--- config.mk ---
export PLATFORM = sky130hd
export DESIGN_NAME = pc_unit_flat
export DESIGN_NICKNAME = d
export VERILOG_FILES = /design/src/rtl/rv_pkg.sv /design/src/rtl/pc_unit_if.sv /design/src/rtl/branch_cmp.sv /design/src/rtl/pc_unit.sv /design/src/flat_wrapper.sv
export SDC_FILE = /design/constraint.sdc
export NUM_CORES = 1
export LEC_CHECK = 0
export BUFFER_PORTS_ARGS = -buffer_cell sky130_fd_sc_hd__buf_2
export CAP_MARGIN = 30
export CORE_ASPECT_RATIO = 0.7
export CORE_MARGIN = 8
export CORE_UTILIZATION = 55
export DETAILED_ROUTE_END_ITERATION = 7
export GPL_TIMING_DRIVEN = 0
export PLACE_DENSITY = 0.87
export SKIP_CTS_REPAIR_TIMING = 1
export SYNTH_ARGS = -nofsm -noshare
export SYNTH_HDL_FRONTEND = slang
export SYNTH_SLANG_ARGS = --single-unit
--- constraint.sdc ---
create_clock -name clk -period 7 [get_ports clk]
set_clock_uncertainty 0.1 [all_clocks]
set_input_delay 0.35 -clock clk [delete_from_list [all_inputs] [get_ports clk]]
set_output_delay 0.35 -clock clk [all_outputs]
set_load 0.01 [all_outputs]
--- src/rtl/rv_pkg.sv ---
// Shared RV32I decode constants and the next-PC source selector.
package rv_pkg;

    // Major opcodes the PC unit cares about
    localparam logic [6:0] OP_BRANCH = 7'b1100011;
    localparam logic [6:0] OP_JAL    = 7'b1101111;
    localparam logic [6:0] OP_JALR   = 7'b1100111;
    localparam logic [6:0] OP_IMM    = 7'b0010011;

    // Branch funct3 encodings (010/011 are reserved)
    localparam logic [2:0] F3_BEQ  = 3'b000;
    localparam logic [2:0] F3_BNE  = 3'b001;
    localparam logic [2:0] F3_BLT  = 3'b100;
    localparam logic [2:0] F3_BGE  = 3'b101;
    localparam logic [2:0] F3_BLTU = 3'b110;
    localparam logic [2:0] F3_BGEU = 3'b111;

    // Source of the next architectural PC
    typedef enum logic [1:0] {
        NPC_SEQ,
        NPC_TGT,
        NPC_TRAP
    } next_pc_sel_t;

endpackage

--- src/rtl/pc_unit_if.sv ---
// Bus between the control FSM / datapath and the PC unit.
interface pc_unit_if #(
    parameter int XLEN  = 32,
    parameter int CNT_W = 64
);
    logic             pc_update;
    logic [6:0]       opcode;
    logic [2:0]       func3;
    logic [XLEN-1:0]  rs1v;
    logic [XLEN-1:0]  rs2v;
    logic [XLEN-1:0]  alu_output;
    logic             trap_req;
    logic [XLEN-1:0]  pc;
    logic [XLEN-1:0]  old_pc;
    logic [XLEN-1:0]  pc_plus;
    logic             take;
    logic             misaligned;
    logic [CNT_W-1:0] retired;

    // Control side: drives the instruction context, observes the PC state
    modport master (
        output pc_update, opcode, func3, rs1v, rs2v, alu_output, trap_req,
        input  pc, old_pc, pc_plus, take, misaligned, retired
    );

    // PC unit side
    modport slave (
        input  pc_update, opcode, func3, rs1v, rs2v, alu_output, trap_req,
        output pc, old_pc, pc_plus, take, misaligned, retired
    );
endinterface

--- src/rtl/branch_cmp.sv ---
// Branch condition evaluator: purely combinational, shared with the decoder.
module branch_cmp
    import rv_pkg::*;
#(
    parameter int XLEN = 32
) (
    input  logic [2:0]      func3,
    input  logic [XLEN-1:0] rs1v,
    input  logic [XLEN-1:0] rs2v,
    output logic            cond
);

    // Resolve the six branch conditions; reserved encodings never take
    always_comb begin
        // NOTE: assign a default first so no path through the case leaves cond unassigned (no latch).
        cond = 1'b0;
        unique case (func3)
            F3_BEQ:  cond = (rs1v == rs2v);
            F3_BNE:  cond = (rs1v != rs2v);
            F3_BLT:  cond = ($signed(rs1v) <  $signed(rs2v));
            F3_BGE:  cond = ($signed(rs1v) >= $signed(rs2v));
            F3_BLTU: cond = (rs1v <  rs2v);
            F3_BGEU: cond = (rs1v >= rs2v);
            default: cond = 1'b0;
        endcase
    end

endmodule

--- src/rtl/pc_unit.sv ---
// Program counter for the multi-cycle RV32I core: branch/jump resolution,
// target alignment check, trap redirect and retired-instruction counter.
module pc_unit
    import rv_pkg::*;
#(
    parameter int              XLEN         = 32,
    parameter logic [XLEN-1:0] RESET_VECTOR = '0,
    parameter logic [XLEN-1:0] TRAP_VECTOR  = XLEN'(32'h0000_0100),
    parameter int              IALIGN       = 4,
    parameter int              CNT_W        = 64
) (
    input logic      clk,
    input logic      rst_n,
    pc_unit_if.slave bus
);

    localparam logic [XLEN-1:0] STEP       = XLEN'(IALIGN);
    localparam logic [XLEN-1:0] ALIGN_MASK = XLEN'(IALIGN - 1);

    logic [XLEN-1:0]  pc_q;
    logic [XLEN-1:0]  old_pc_q;
    logic             misaligned_q;
    logic [CNT_W-1:0] retired_q;

    logic             cond;
    logic             take;
    logic             tgt_misaligned;
    logic [XLEN-1:0]  tgt;
    logic [XLEN-1:0]  pc_plus;
    logic [XLEN-1:0]  pc_next;
    next_pc_sel_t     sel;

    branch_cmp #(.XLEN(XLEN)) u_branch_cmp (
        .func3 (bus.func3),
        .rs1v  (bus.rs1v),
        .rs2v  (bus.rs2v),
        .cond  (cond)
    );

    // Sequential successor wraps naturally at 2^XLEN
    assign pc_plus = pc_q + STEP;

    // Decide redirect, effective target and where the next PC comes from
    always_comb begin
        take           = 1'b0;
        tgt            = bus.alu_output;
        tgt_misaligned = 1'b0;
        sel            = NPC_SEQ;
        pc_next        = pc_plus;

        unique case (bus.opcode)
            OP_BRANCH: take = cond;
            OP_JAL:    take = 1'b1;
            OP_JALR: begin
                take   = 1'b1;
                tgt[0] = 1'b0;
            end
            default:   take = 1'b0;
        endcase

        // Only a redirect that is actually taken can fault on alignment
        tgt_misaligned = take && ((tgt & ALIGN_MASK) != '0);

        if (bus.trap_req || tgt_misaligned) begin
            sel = NPC_TRAP;
        end else if (take) begin
            sel = NPC_TGT;
        end

        unique case (sel)
            NPC_TRAP: pc_next = TRAP_VECTOR;
            NPC_TGT:  pc_next = tgt;
            default:  pc_next = pc_plus;
        endcase
    end

    // Commit the next PC, link PC, fault pulse and retire count on a strobe
    always_ff @(posedge clk or negedge rst_n) begin
        if (!rst_n) begin
            pc_q         <= RESET_VECTOR;
            old_pc_q     <= RESET_VECTOR;
            misaligned_q <= 1'b0;
            retired_q    <= '0;
        end else begin
            // NOTE: registers use non-blocking assignments so every flop samples pre-edge values.
            misaligned_q <= 1'b0;
            if (bus.pc_update) begin
                pc_q     <= pc_next;
                old_pc_q <= pc_q;
                if (bus.trap_req) begin
                    misaligned_q <= 1'b0;
                end else if (tgt_misaligned) begin
                    misaligned_q <= 1'b1;
                end else begin
                    retired_q <= retired_q + 1'b1;
                end
            end
        end
    end

    assign bus.pc         = pc_q;
    assign bus.old_pc     = old_pc_q;
    assign bus.pc_plus    = pc_plus;
    assign bus.take       = take;
    assign bus.misaligned = misaligned_q;
    assign bus.retired    = retired_q;

endmodule

--- src/flat_wrapper.sv ---
// flat-port wrapper written by rule: the top's interface ports become plain ports
module pc_unit_flat import rv_pkg::*;
#(
    parameter int              XLEN         = 32,
    parameter logic [XLEN-1:0] RESET_VECTOR = '0,
    parameter logic [XLEN-1:0] TRAP_VECTOR  = XLEN'(32'h0000_0100),
    parameter int              IALIGN       = 4,
    parameter int              CNT_W        = 64
)
  (clk, rst_n, bus_pc_update, bus_opcode, bus_func3, bus_rs1v, bus_rs2v, bus_alu_output, bus_trap_req, bus_pc, bus_old_pc, bus_pc_plus, bus_take, bus_misaligned, bus_retired);
  pc_unit_if #(.XLEN(XLEN), .CNT_W(CNT_W)) bus_i ();
  input logic clk;
  input logic rst_n;
  input wire logic [$bits(bus_i.pc_update)-1:0] bus_pc_update;
  input wire logic [$bits(bus_i.opcode)-1:0] bus_opcode;
  input wire logic [$bits(bus_i.func3)-1:0] bus_func3;
  input wire logic [$bits(bus_i.rs1v)-1:0] bus_rs1v;
  input wire logic [$bits(bus_i.rs2v)-1:0] bus_rs2v;
  input wire logic [$bits(bus_i.alu_output)-1:0] bus_alu_output;
  input wire logic [$bits(bus_i.trap_req)-1:0] bus_trap_req;
  output wire logic [$bits(bus_i.pc)-1:0] bus_pc;
  output wire logic [$bits(bus_i.old_pc)-1:0] bus_old_pc;
  output wire logic [$bits(bus_i.pc_plus)-1:0] bus_pc_plus;
  output wire logic [$bits(bus_i.take)-1:0] bus_take;
  output wire logic [$bits(bus_i.misaligned)-1:0] bus_misaligned;
  output wire logic [$bits(bus_i.retired)-1:0] bus_retired;
  assign bus_i.pc_update = bus_pc_update;
  assign bus_i.opcode = bus_opcode;
  assign bus_i.func3 = bus_func3;
  assign bus_i.rs1v = bus_rs1v;
  assign bus_i.rs2v = bus_rs2v;
  assign bus_i.alu_output = bus_alu_output;
  assign bus_i.trap_req = bus_trap_req;
  assign bus_pc = bus_i.pc;
  assign bus_old_pc = bus_i.old_pc;
  assign bus_pc_plus = bus_i.pc_plus;
  assign bus_take = bus_i.take;
  assign bus_misaligned = bus_i.misaligned;
  assign bus_retired = bus_i.retired;
  pc_unit #(.XLEN(XLEN), .RESET_VECTOR(RESET_VECTOR), .TRAP_VECTOR(TRAP_VECTOR), .IALIGN(IALIGN), .CNT_W(CNT_W)) u_core (.clk(clk), .rst_n(rst_n), .bus(bus_i));
endmodule
==> impl_metrics.env, run 1 <==
export IMPL_syn_inst=774
export IMPL_synth_distinct_cells=58
export IMPL_grt_max_degree=70
export IMPL_run_status="finished, final reports clean"
export IMPL_syn_cell_area_um2=7579
export IMPL_dieArea_um2=17850
export IMPL_min_to="u_core.bus.pc[6]"
export IMPL_place_inst=1237
export IMPL_grt_pass1_wl_mm=39.85
export IMPL_required_ns=6.55
export IMPL_synthTopCellsByArea="dfrtp_1 43%, xor2_1 8.0%, ha_1 5.6%"
export IMPL_syn_nets=918
export IMPL_synth_avg_cell_area_um2=9.791
export IMPL_rsz0062_at_grt="no"
export IMPL_synth_top_area_frac=0.4260
export IMPL_htreeDepth=4
export IMPL_cap_violations=0
export IMPL_fmax_ghz=0.2488
export IMPL_r2r_slack_ns=3.77
export IMPL_p_seq_frac=0.395
export IMPL_clk_pin_slew_ns=0.06
export IMPL_firstDrtPassIters=6
export IMPL_cp_arrival_ns=3.57
export IMPL_clk_latency_ns=0.41
export IMPL_reg2reg_depth=7
export IMPL_ant_nets=0
export IMPL_period_needed_ns=4.019
export IMPL_ir_drop_uv=158.7
export IMPL_finalHoldViolCount=0
export IMPL_fp_row_count=36
export IMPL_worstMarginPinSlew_ns=0.9134
export IMPL_chipHeight_um=114.2
export IMPL_hold_class="primary input to flip-flop"
export IMPL_netSwitchingPower_uw=545.4
export IMPL_maxSlewViolCount=0
export IMPL_cts_buffers=17
export IMPL_whs_path_depth=3
export IMPL_drtIter0Drc=660
export IMPL_ys_flop_type="dfrtp_1"
export IMPL_clock_sinks=129
export IMPL_nNetsFinal=1211
export IMPL_p_leak_uw=0.005473
export IMPL_p_comb_frac=0.133
export IMPL_powerDensity_nw_per_um2=211.4
export IMPL_syn2layout_area_growth_pct=30.39
export IMPL_drt_vias_per_instance=5.879
export IMPL_grt_pass1_vias=7423
export IMPL_vias=7466
export IMPL_synth_top_area_cell="dfrtp_1"
export IMPL_async_flop_share=1.000
export IMPL_max_slew_margin=0.3825
export IMPL_die_w_um=156.3
export IMPL_yosys_warnings=0
export IMPL_synth_common_cells="129 x dfrtp_1, 69 x xor2_1, 60 x nand2_1, 53 x inv_1, 43 x nand3_1"
export IMPL_ys_seq_area_frac=0.4260
export IMPL_worstPathMaxFanout=8
export IMPL_crit_path_start_kind="primary input"
export IMPL_drive_gt1_frac=0.3407
export IMPL_place_congestion=0.9590
export IMPL_synth_most_common_cell="dfrtp_1"
export IMPL_drc=0
export IMPL_port_buffers=271
export IMPL_grt_antenna_before_repair=0
export IMPL_pwr_share_clk=0.472
export IMPL_wl_mm=25.43
export IMPL_tns_ns=0
export IMPL_synth_edff_count=0
export IMPL_setup_violations=0
export IMPL_grt_overflow=0
export IMPL_r2r_start="u_core.bus.retired[2]"
export IMPL_cp_end_kind="output port"
export IMPL_critical_path_class="primary input to output port"
export IMPL_coreArea_um2=13690
export IMPL_min_delay_start="bus_alu_output[6]"
export IMPL_root_buffer="clkbuf_16"
export IMPL_p_int_uw=1543
export IMPL_worstReg2RegEnd="u_core.bus.retired[53]"
export IMPL_cts_tree="yes"
export IMPL_grt_total_usage=0.2845
export IMPL_initial_core_util=0.5535
export IMPL_ys_ff_latch=129
export IMPL_top_level_ports=272
export IMPL_antenna_cells=0
export IMPL_final_cells=1270
export IMPL_cts_path_max_buffers=2
export IMPL_switching_share=0.2611
export IMPL_wl_per_cell_um=20.02
export IMPL_finalCritPeriodShare=0.5741
export IMPL_dpl_hpwl_mm=19.79
-- flip-flops by register name, indices dropped and copies added, names as in the netlist --
| register | flops |
|---|---|
| u_core.bus.retired | 64 |
| u_core.bus.old_pc | 32 |
| u_core.bus.pc | 32 |
| u_core.bus.misaligned | 1 |
-- critical path, stage by stage --
cell	delay, ns
buf_2	0.08
inv_1	0.04
ha_1	0.31
a21oi_1	0.17
o21ai_0	0.10
a2111oi_0	0.77
nor4b_1	0.15
nor4b_1	0.83
nor2_1	0.36
inv_1	0.23
buf_2	0.18
-- worst max path at each step --
stage,end,slack (ns),cells after the start,startpoint
5_1_grt,bus_take,2.88,11,bus_rs2v[7]
6_report,bus_take,2.98,11,bus_rs2v[7]
4_1_cts,bus_take,3.15,11,bus_rs2v[13]
3_3_place_gp,u_core.bus.retired[57],3.13,13,bus_rs2v[7]
3_5_place_dp,u_core.bus.pc[13],3.08,13,bus_rs2v[13]
2_1_floorplan,u_core.bus.pc[5],3.88,11,bus_rs2v[31]
-- cells in the final DEF, fill, tap and decap left out, drive strengths merged, types with 13 or more instances in the layout --
cell type  netlist  layout
buf             18     291
dfrtp          129     129
xor2            69      69
nand2           60      60
inv             53      54
nand3           44      44
clkbuf          20      39
nor3            34      34
ha              34      34
mux2            33      33
nand4           31      31
nor4            31      31
nor2            29      29
and3            25      25
xnor2           22      22
a21oi           22      22
o21ai           17      17
a21o            13      13
-- metrics by stage --
step	worst slack [ns]	total power [uW]	util	hold slack, ns	instance area, um^2
5_1_grt	2.883	2165	0.7217	0.04420	9882
3_5_place_dp	3.082	1115	0.6727	0.2647	9211
4_1_cts	3.149	2095	0.7209	-0.1717	9872
3_3_place_gp	3.132	1101	0.6699	0.3516	9173
2_1_floorplan	3.883	967.5	-	-0.04559	7579
6_report	2.981	2089	0.7217	0.06204	9882
-- power groups by stage --
stage | Combinational (uW) | Clock (uW) | Sequential (uW)
after floorplan | 125 | 0 | 842
after global placement | 268 | 0 | 833
after detailed placement | 278 | 0 | 836
after CTS | 279 | 993 | 824
after global routing | 308 | 1030 | 829
final | 278 | 986 | 824
-- final cells by class --
type                    instances  area [um^2]
repair buffers                274         1405
flip-flops and latches        129         3228
fillers                      1088         3811
well taps                     190        237.7
plain buffers                  38        183.9
clock buffers                  19        452.9
clock inverters                13        207.7
multi-input cells             554         3968
inverters                      53        198.9
-- per-layer routing --
layer | GRT usage | vias to the layer above | share of wire
li1 | - | 3388 | -
met3 | 0.08107 | 61 | 0.099
met2 | 0.4518 | 397 | 0.45
met1 | 0.3600 | 3620 | 0.42
met4 | 0.1155 | 0 | 0.031
met5 | 0 | - | 0
-- logic make-up (layout without fill, tap and decap cells) --
| logic type | Yosys count | after routing | synth area share |
|---|---|---|---|
| buffers and inverters | 91 | 397 | 0.05052 |
| and+or+nand+nor | 296 | 296 | 0.2171 |
| muxes | 33 | 33 | 0.04903 |
| DFF | 129 | 129 | 0.4260 |
| adders and majority gates | 34 | 34 | 0.05613 |
| xor gates and xnor gates | 91 | 91 | 0.1052 |
| AOI/OAI and AO/OA | 100 | 100 | 0.09609 |
Note: power is estimated with default switching activity, not from simulation.
==> run 2, diff against run 1 <==
--- a/config.mk
+++ b/config.mk
@@ -9,10 +9,10 @@
 export CAP_MARGIN = 30
 export CORE_ASPECT_RATIO = 0.7
 export CORE_MARGIN = 8
-export CORE_UTILIZATION = 55
+export CORE_UTILIZATION = 46
 export DETAILED_ROUTE_END_ITERATION = 7
 export GPL_TIMING_DRIVEN = 0
-export PLACE_DENSITY = 0.87
+export PLACE_DENSITY = 0.78
 export SKIP_CTS_REPAIR_TIMING = 1
 export SYNTH_ARGS = -nofsm -noshare
 export SYNTH_HDL_FRONTEND = slang
==> constraint.sdc (replaced) <==
create_clock -name clk -period 3.6 [get_ports clk]
set_clock_uncertainty 0.1 [all_clocks]
set_input_delay 0.18 -clock clk [delete_from_list [all_inputs] [get_ports clk]]
set_output_delay 0.18 -clock clk [all_outputs]
set_load 0.01 [all_outputs]
==> run 2 against run 1 <==
Sequential power increased by 95%. Cell count increased by 4.6%. Total power increased by 88%. Via count increased by 0.15%. Hold slack improved by 0.022 ns. Utilization decreased by 9.8 points. Combinational power increased by 100%. Count of clock-buffer cells in the layout increased by 2.
==> impl_metrics.env, run 2 (synthesis results as in run 1) <==
export IMPL_r2r_start="u_core.bus.retired[2]"
export IMPL_holdWs_ns=0.08434
export IMPL_max_slew_margin=0.4586
export IMPL_cp_num_buf_inv=2
export IMPL_drc=0
export IMPL_cts_buffers=17
export IMPL_grt_total_usage=0.2480
export IMPL_run_status="finished, final reports clean"
export IMPL_port_buffers=271
export IMPL_tns_ns=0
export IMPL_syn2layout_area_growth_pct=33.33
export IMPL_grt_overflow=0
export IMPL_grt_antenna_before_repair=0
export IMPL_worst_path_max_delay_cell="nor3_1"
export IMPL_seqCellArea_um2=3228
export IMPL_cp_depth=9
export IMPL_place_congestion=0.9685
export IMPL_cp_top_family="simple AND/OR/NAND/NOR gates"
export IMPL_fmax_ghz=0.2975
export IMPL_crit_path_start_kind="flip-flop"
export IMPL_rsz0062_at_grt="no"
export IMPL_total_power_uw=3926
export IMPL_dpl_hpwl_mm=20.15
export IMPL_ir_drop_uv=346.9
export IMPL_maxSlewViolCount=0
export IMPL_top_level_ports=272
export IMPL_worstPathMaxFanout=8
export IMPL_fill_cells=1374
export IMPL_drt_vias_per_instance=5.626
export IMPL_setup_violations=0
export IMPL_cts_path_max_buffers=2
export IMPL_drive_gt1_frac=0.3324
export IMPL_fp_row_count=39
export IMPL_p_leak_uw=0.005548
export IMPL_critPathLaunch="u_core.bus.pc[2]"
export IMPL_slowest_delay_ns=0.52
export IMPL_hold_class="primary input to flip-flop"
export IMPL_reg2reg_depth=7
export IMPL_required_ns=3.32
export IMPL_antenna_cells=0
export IMPL_firstDrtPassIters=5
export IMPL_chipHeight_um=123.4
export IMPL_cp_arrival_ns=3.08
export IMPL_vias=7477
export IMPL_cp_end_kind="output port"
export IMPL_wl_mm=26.37
export IMPL_finalHoldViolCount=0
export IMPL_clk_latency_ns=0.43
export IMPL_cap_violations=0
export IMPL_whs_path_depth=5
export IMPL_clock_sinks=129
export IMPL_cts_tree="yes"
export IMPL_wl_per_cell_um=19.84
export IMPL_dieArea_um2=20900
export IMPL_utilization=0.6237
export IMPL_finalCritPeriodShare=0.9338
export IMPL_htreeDepth=4
export IMPL_cpMostUsedCell="nand3_1"
export IMPL_worstMarginPinSlew_ns=0.8121
export IMPL_layout_commonest_cell="buf_2"
export IMPL_coreArea_um2=16200
export IMPL_grt_pass1_vias=7411
export IMPL_path_cells="ha_1, and3_1, clkbuf_1, nand3_1, nor3_1, nand3_1, nor2_1, xor2_1, buf_2"
export IMPL_grt_pass1_wl_mm=40.53
export IMPL_root_buffer="clkbuf_16"
export IMPL_multiInputGateArea_um2=3969
export IMPL_critical_path_class="flip-flop to output port"
export IMPL_min_delay_start="bus_alu_output[31]"
export IMPL_powerDensity_nw_per_um2=388.6
export IMPL_initial_core_util=0.4678
export IMPL_grt_max_degree=84
export IMPL_largest_register_ffs=64
export IMPL_die_w_um=169.4
export IMPL_final_cell_mix="280 x buf_2, 129 x dfrtp_1, 69 x xor2_1, 60 x nand2_1, 53 x inv_1"
export IMPL_ant_nets=0
export IMPL_clk_pin_slew_ns=0.06
export IMPL_period_needed_ns=3.362
export IMPL_drtIter0Drc=657
export IMPL_nNetsFinal=1235
==> run 2: cell count changes in the layout (fill, tap and decap cells not counted) <==
cell / previous run / this run
dlygate4sd3_1: 1 / 25
bufinv_16: 5 / 2
inv_6: 1 / 3
a2111oi_0: 1 / 0
a2111oi_1: 0 / 1
clkbuf_1: 20 / 21
clkbuf_8: 2 / 3
clkinvlp_4: 4 / 3
==> run 2: final timing paths <==
kind                                     endpoint  slack, ns
hold / removal                  u_core.bus.pc[31]       0.08
setup / recovery                  bus_pc_plus[30]       0.24
min in group asynchronous   u_core.bus.old_pc[13]       0.15
max in group asynchronous   u_core.bus.old_pc[30]       2.46
setup reg to reg           u_core.bus.retired[63]       0.35
hold reg to reg            u_core.bus.retired[63]       0.37
==> run 2: metrics by stage <==
stage | setup WS (ns) | cell area, um^2 | instances
2_1_floorplan | 0.6526 | 7579 | 774
3_3_place_gp | -0.1471 | 9216 | 1270
3_5_place_dp | -0.1101 | 9255 | 1272
4_1_cts | 0.2979 | 9853 | 1304
5_1_grt | 0.02283 | 10100 | 1329
6_report | 0.2382 | 10100 | 1329
==> run 2: report_power, final <==
part / internal (uW) / switching, uW / total, uW
sequential: 1510 / 92.1 / 1610
combinational: 238 / 331 / 569
clock: 1080 / 672 / 1750
==> run 2: cell type report <==
type,count,area share
plain buffers,38,0.01820
clock buffers,21,0.04656
clock inverters,11,0.01263
inverters,53,0.01969
multi-input cells,554,0.3928
flip-flops and latches,129,0.3195
well taps,225,0.02786
repair buffers,298,0.1628
==> run 2: metal layers <==
layer  GRT usage  wire (um)  vias to the layer above
li1            -          -                     3422
met1      0.3278      11400                     3600
met2      0.3863      11880                      407
met3     0.07177       2489                       48
met4     0.08540        608                        0
met5           0          0                        -
==> run 2: worst reg2reg max path: cells and delay by family, from the launching register on <==
| kind | cells | cell delay (ns) |
|---|---|---|
| xor+xnor | 1 | 0.19 |
| buf+inv | 1 | 0.27 |
| flops | 1 | 0.43 |
| simple gates | 5 | 2.19 |
